===== src/rtl/spi_wishbone_bridge.sv =====
// rtl/spi_wishbone_bridge.sv - SPI mode-0 slave to Wishbone B4 single-cycle master bridge
// Frame: command byte (bit7 = we, low bits = start address), then data bytes with address auto-increment.
module spi_wishbone_bridge #(
  parameter int AddrSz = 4,
  parameter int DataSz = 8
) (
  input  logic              clk_i,
  input  logic              rst_i,
  input  logic              spi_sck_i,
  input  logic              spi_csn_i,
  input  logic              spi_sdi_i,
  output logic              spi_sdo_o,
  output logic              wb_we_o,
  output logic              wb_stb_o,
  input  logic              wb_ack_i,
  output logic [AddrSz-1:0] wb_adr_o,
  output logic [DataSz-1:0] wb_dat_o,
  input  logic [DataSz-1:0] wb_dat_i
);

  typedef enum logic [1:0] {
    IDLE,
    CMD,
    WB,
    DATA
  } state_t;

  state_t              state;
  logic [2:0]          sck_q;
  logic [1:0]          csn_q;
  logic [1:0]          sdi_q;
  logic [2:0]          bit_cnt;
  logic [DataSz-2:0]   rx_sr;
  logic [DataSz-1:0]   tx_sr;
  logic                we_q;

  logic                sck_rise;
  logic                sck_fall;
  logic                csn_s;
  logic [DataSz-1:0]   rx_byte;

  assign sck_rise  = sck_q[1] & ~sck_q[2];
  assign sck_fall  = ~sck_q[1] & sck_q[2];
  assign csn_s     = csn_q[1];
  assign rx_byte   = {rx_sr, sdi_q[1]};
  assign spi_sdo_o = tx_sr[DataSz-1];

  always_ff @(posedge clk_i or posedge rst_i) begin
    if (rst_i) begin
      state    <= IDLE;
      sck_q    <= '0;
      csn_q    <= '0;
      sdi_q    <= '0;
      bit_cnt  <= '0;
      rx_sr    <= '0;
      tx_sr    <= '0;
      we_q     <= 1'b0;
      wb_we_o  <= 1'b0;
      wb_stb_o <= 1'b0;
      wb_adr_o <= '0;
      wb_dat_o <= '0;
    end else begin
      sck_q <= {sck_q[1:0], spi_sck_i};
      csn_q <= {csn_q[0], spi_csn_i};
      sdi_q <= {sdi_q[0], spi_sdi_i};

      case (state)
        IDLE: begin
          if (!csn_s) begin
            state   <= CMD;
            bit_cnt <= '0;
            tx_sr   <= '0;
          end
        end

        CMD: begin
          if (csn_s) begin
            state <= IDLE;
          end else if (sck_rise) begin
            rx_sr   <= rx_byte[DataSz-2:0];
            bit_cnt <= bit_cnt + 3'd1;
            if (bit_cnt == 3'd7) begin
              we_q     <= rx_byte[DataSz-1];
              wb_adr_o <= rx_byte[AddrSz-1:0];
              if (rx_byte[DataSz-1]) begin
                state <= DATA;
              end else begin
                wb_we_o  <= 1'b0;
                wb_stb_o <= 1'b1;
                state    <= WB;
              end
            end
          end
        end

        DATA: begin
          if (csn_s) begin
            // Partial byte is dropped; no bus cycle for it.
            state <= IDLE;
            tx_sr <= '0;
          end else begin
            // bit_cnt==0 marks the trailing fall of the previous byte, which must not shift.
            if (sck_fall && bit_cnt != 3'd0) begin
              tx_sr <= {tx_sr[DataSz-2:0], 1'b0};
            end
            if (sck_rise) begin
              rx_sr   <= rx_byte[DataSz-2:0];
              bit_cnt <= bit_cnt + 3'd1;
              if (bit_cnt == 3'd7) begin
                if (we_q) begin
                  wb_dat_o <= rx_byte;
                  wb_we_o  <= 1'b1;
                end else begin
                  wb_adr_o <= wb_adr_o + AddrSz'(1);
                  wb_we_o  <= 1'b0;
                end
                wb_stb_o <= 1'b1;
                state    <= WB;
              end
            end
          end
        end

        WB: begin
          // Strobe is never dropped before ack, even if CSN has already gone high.
          if (wb_ack_i) begin
            wb_stb_o <= 1'b0;
            if (wb_we_o) begin
              wb_adr_o <= wb_adr_o + AddrSz'(1);
            end
            if (csn_s) begin
              state <= IDLE;
              tx_sr <= '0;
            end else begin
              state <= DATA;
              if (!wb_we_o) begin
                tx_sr <= wb_dat_i;
              end
            end
          end
        end

        default: state <= IDLE;
      endcase
    end
  end

endmodule


===== config.mk =====
export PLATFORM = sky130hd
export DESIGN_NAME = spi_wishbone_bridge
export DESIGN_NICKNAME = d
export VERILOG_FILES = /design/src/rtl/spi_wishbone_bridge.sv
export SDC_FILE = /design/constraint.sdc
export NUM_CORES = 1
export LEC_CHECK = 0
export ABC_AREA = 1
export BUFFER_PORTS_ARGS = -buffer_cell sky130_fd_sc_hd__buf_2
export CAP_MARGIN = 20
export CORE_AREA = 8 8 70 72
export CTS_BUF_LIST = sky130_fd_sc_hd__clkbuf_4 sky130_fd_sc_hd__clkbuf_8 sky130_fd_sc_hd__clkbuf_16
export CTS_CLUSTER_DIAMETER = 30
export DETAILED_ROUTE_END_ITERATION = 12
export DIE_AREA = 0 0 78 80
export PLACE_DENSITY = 0.8
export SLEW_MARGIN = 5
export SYNTH_ARGS = -nofsm -noshare
export SYNTH_HDL_FRONTEND = slang
export SYNTH_SLANG_ARGS = --single-unit

===== constraint.sdc =====
create_clock -name clk_i -period 3.1 [get_ports clk_i]
set_input_delay 0.93 -clock clk_i [delete_from_list [all_inputs] [get_ports clk_i]]
set_output_delay 0.93 -clock clk_i [all_outputs]
set_load 0.05 [all_outputs]

### After elaboration in Yosys (flattened, before gate mapping)

Index checks and enable logic that the tools add are counted.

* register bits after elaboration: 42
* word-level logic and storage cells: 109

* add/subtract/negate cells: 2
* equal/unequal tests: 23
* mux-type cells: 50
* bitwise logic cells: 5
* reduce and logical (&&, ||, !) cells: 17

Operators with widths (number)
* $mux W8: 6
* $mux W4: 9
* $ne A2 B2 Y1 const B: 12
* $pmux W8 S3: 1
* $mux W2: 9
* $ne A3 B3 Y1 const B: 6
* $mux W1: 17
* $pmux W4 S3: 1
* $reduce_and A10 Y1: 1
* $reduce_and A5 Y1: 2
* $mux W3: 3
* $reduce_and A9 Y1: 1
* $reduce_bool A3 Y1: 3
* $pmux W2 S4: 1
* $reduce_and A4 Y1: 2
* $reduce_and A8 Y1: 1
* $pmux W3 S2: 1
* $reduce_and A6 Y1: 1
* $add A4 B1 Y4 const B: 1
* $eq A2 B2 Y1 const B: 2
* $reduce_bool A2 Y1: 2
* $add A3 B1 Y3 const B: 1
* $eq A3 B3 Y1 const B: 1
* $not A1 Y1: 3
* 9 further kinds: 10

### Depth between registers and ports, before layout

* word-level depth: 6
* gate-level depth with buffers: 8

### Worst setup path before layout

Ideal clock, no wire load.

* path type: register -> output
* from: register wb_adr_o[0]
* to: output wb_adr_o[0]
* arrival: 0.657 ns
* data required time: 2.170 ns
* path slack: 1.513 ns
* cell stages (with the launch flop): 1
* cell sequence: dfrtp_1

RTL lines
* start, declared: RTL line 16 `output logic [AddrSz-1:0] wb_adr_o,`
* start signal, assigned: RTL line 84 `wb_adr_o <= rx_byte[AddrSz-1:0];`
* start signal, assigned: RTL line 114 `wb_adr_o <= wb_adr_o + AddrSz'(1);`
* start signal, assigned: RTL line 129 `wb_adr_o <= wb_adr_o + AddrSz'(1);`

No word-level cell between the ends.

### Worst setup path in the final report

* from: register wb_adr_o[0]
* to: output wb_adr_o[0]

No word-level cell between the ends.

==> results.sh <==
export IMPL_vias=1660
export IMPL_hold_slack_ns=0.352
export IMPL_cts_tree="done"
export IMPL_r2r_start="csn_q[1]"
export IMPL_ys_seq_area_share_pct=48.0
export IMPL_grt_util_met3_pct=2.82
export IMPL_final_util_pct=64.0
export IMPL_grt_pass1_vias=1686
export IMPL_placementRows=23
export IMPL_grt_usage_pct=14.9
export IMPL_synth_nets=267
export IMPL_cts_buffer_depth=2
export IMPL_finalSetupTns_ns=0
export IMPL_die_h_um=80
export IMPL_rr_endpoint="tx_sr[0]"
export IMPL_grt_pass1_wl_um=7460
export IMPL_initial_core_util_pct=56.8
export IMPL_crit_family="flip-flops"
export IMPL_clk_pin_slew_ns=0.08
export IMPL_netlist_cell_type_count=29
export IMPL_post_cts_resized=0
export IMPL_firstDrtPassIters=4
export IMPL_postSynthCellCount=249
export IMPL_finalSetupViolCount=0
export IMPL_finalMaxSlewViolations=0
export IMPL_drive_above_1_share_pct=24.9
export IMPL_clockRootBuffer="clkbuf_8"
export IMPL_antenna_found_initial=0
export IMPL_reg2reg_slack_ns=1.27
export IMPL_final_common_cell="nand2_1"
export IMPL_finalHoldViolations=0
export IMPL_cp_max_fo=6
export IMPL_vias_per_cell=5.02
export IMPL_cp_end_kind="output port"
export IMPL_fmax_mhz=510
export IMPL_startpoint_type="register"
export IMPL_htree_levels=2
export IMPL_drtAntennaViolNets=0
export IMPL_crit_type="register to output port"
export IMPL_status="complete, no violations"
export IMPL_tightest_slew_ns=0.554
export IMPL_port_buffers=28
export IMPL_crit_path_max_incr_delay_ns=0.43
export IMPL_hold_depth=0
export IMPL_syn_to_final_growth_pct=12.7
export IMPL_gp_congestion=0.817
export IMPL_worstHoldPathType="register to register"
export IMPL_drv_cap=0
export IMPL_final_cell_mix="nand2_1 (77), dfrtp_1 (42), buf_2 (28)"
export IMPL_path_buf_inv=1
export IMPL_dieArea_um2=6240
export IMPL_detail_route_wirelength_um=4170
export IMPL_dpl_hpwl_um=3030
export IMPL_grt_max_degree=43
export IMPL_period_minus_slack_ns=1.96
export IMPL_post_route_period_util_pct=63.2
export IMPL_nNetsFinal=298
export IMPL_clk_latency_ns=0.30
export IMPL_drtIter0Drc=116
export IMPL_detail_route_wl_per_cell_um=12.6
export IMPL_post_route_drc_count=0
export IMPL_coreArea_um2=3860
export IMPL_n_fill_cell=351
export IMPL_p_leak_nw=1.36
export IMPL_startpoint="wb_adr_o[0]"
export IMPL_overflow=0
export IMPL_rsz0062_at_grt="no"
export IMPL_peakVddDrop_v=0.000380
export IMPL_arrival_ns=1.03
export IMPL_dpl_cell_area_um2=2350
export IMPL_top_usage_layer="met2"
export IMPL_die_x_um=78
export IMPL_maxSlewHeadroom_pct=63.1
export IMPL_reg2reg_depth=7
export IMPL_syn_avg_cell_area_um2=8.80
export IMPL_numCtsBuffers=5
export IMPL_cp_cell_sequence="buf_2"
export IMPL_hold_start="sck_q[0]"
export IMPL_critPathSlowestCell="dfrtp_1"
export IMPL_io_pins=29
export IMPL_ys_warn_count=0
export IMPL_fin_area_um2=2470
export IMPL_cts_hold_buf=0
export IMPL_met2_usage_pct=25.5
export IMPL_cts_setup_buffers=0
export IMPL_cts_sinks=42
export IMPL_powerDensity_nw_per_um2=770
export IMPL_fin_skew_ns=0.00690
export IMPL_ys_ff_latch=42
export IMPL_n_antenna_cell=0
export IMPL_cp_required_ns=2.17
export IMPL_hold_end="sck_q[1]"
export IMPL_syn_cell_area_um2=2190
export IMPL_grt_util_met1_pct=17.2
==> metrics by stage <==
step / std cells / power, mW / worst slack [ns]
2_1_floorplan: 249 / 1.34 / 1.20
3_3_place_gp: 323 / 1.46 / 1.37
3_5_place_dp: 323 / 1.48 / 1.32
4_1_cts: 331 / 1.92 / 1.13
5_1_grt: 331 / 2.04 / 1.09
6_report: 331 / 1.90 / 1.14
==> registers in the layout, summed over array words and instances, names as in the netlist <==
name,count
state,2
tx_sr,8
wb_dat_o,8
sdi_q,2
wb_we_o,1
wb_stb_o,1
wb_adr_o,4
we_q,1
rx_sr,7
sck_q,3
csn_q,2
bit_cnt,3
==> cell usage after synthesis <==
master    number  area share (%)
a21oi_1        1            0.23
nor2_4         5             2.6
inv_1         26             4.5
nand2_4        6             3.1
nand3_2        1            0.46
nand3b_2       1            0.51
a21oi_2        1            0.40
o21ai_2        7             2.8
inv_2          2            0.34
o21ai_1        8             1.8
nor2_1         4            0.69
o21ai_0        9             2.1
buf_6          3             1.5
nand3b_1       1            0.34
dfrtp_1       42              48
nand2_2        3            0.86
buf_2          1            0.23
buf_4          1            0.34
nand3_1       27             6.2
nor2_8         3             2.7
o21bai_1       8             2.7
ha_1           4             2.3
nand4_1        2            0.57
a31oi_1        1            0.29
or2_2          1            0.29
nand2_1       77              13
inv_4          2            0.57
clkinv_2       1            0.23
nor3_1         1            0.23
==> per-layer routing <==
metal | wire length [um] | part of all wire (%) | vias up
met2 | 2160 | 52 | 23
met5 | 0 | 0 | -
li1 | - | - | 852
met3 | 92 | 2.2 | 11
met4 | 99 | 2.4 | 0
met1 | 1820 | 44 | 774
==> cell type report <==
type	instances	area [um^2]	area share, %
Sequential cell	42	1050	42.6
Multi-Input combinational cell	171	971	39.3
Timing Repair Buffer	29	148	5.98
Inverter	31	123	4.97
Clock buffer	5	68.8	2.79
Tap cell	50	62.6	2.53
Clock inverter	3	45.0	1.82
==> how the worst max path moves through the flow <==
stage                     slack, ns          end  cells after the start
after floorplan                1.20   bit_cnt[0]                      1
after global placement         1.37     tx_sr[0]                      6
after detailed placement       1.32     tx_sr[0]                      7
after CTS                      1.13  wb_adr_o[0]                      1
after global routing           1.09  wb_adr_o[0]                      1
final                          1.14  wb_adr_o[0]                      1
==> worst reg2reg max path: stages, from the launching register on <==
cell      delay, ns
dfrtp_1        0.70
inv_1          0.33
nand2_1        0.25
nor2_8         0.06
inv_2          0.07
nand2_4        0.08
o21bai_1       0.14
nand2_1        0.08
==> cell families after synthesis <==
family                   Yosys count  synth area share (%)
AO/OA/AOI/OAI                     35                  10.3
adder cells (fa/ha/maj)            4                  2.28
buffers and inverters             36                  7.71
flip-flops                        42                  48.0
AND/OR/NAND/NOR                  132                  31.7
==> report_power, final <==
group | internal (mW) | total (mW) | switching, mW
logic | 0.208 | 0.686 | 0.478
registers | 0.660 | 0.775 | 0.115
clock network | 0.239 | 0.440 | 0.200
(Power assumes the default switching activity.)
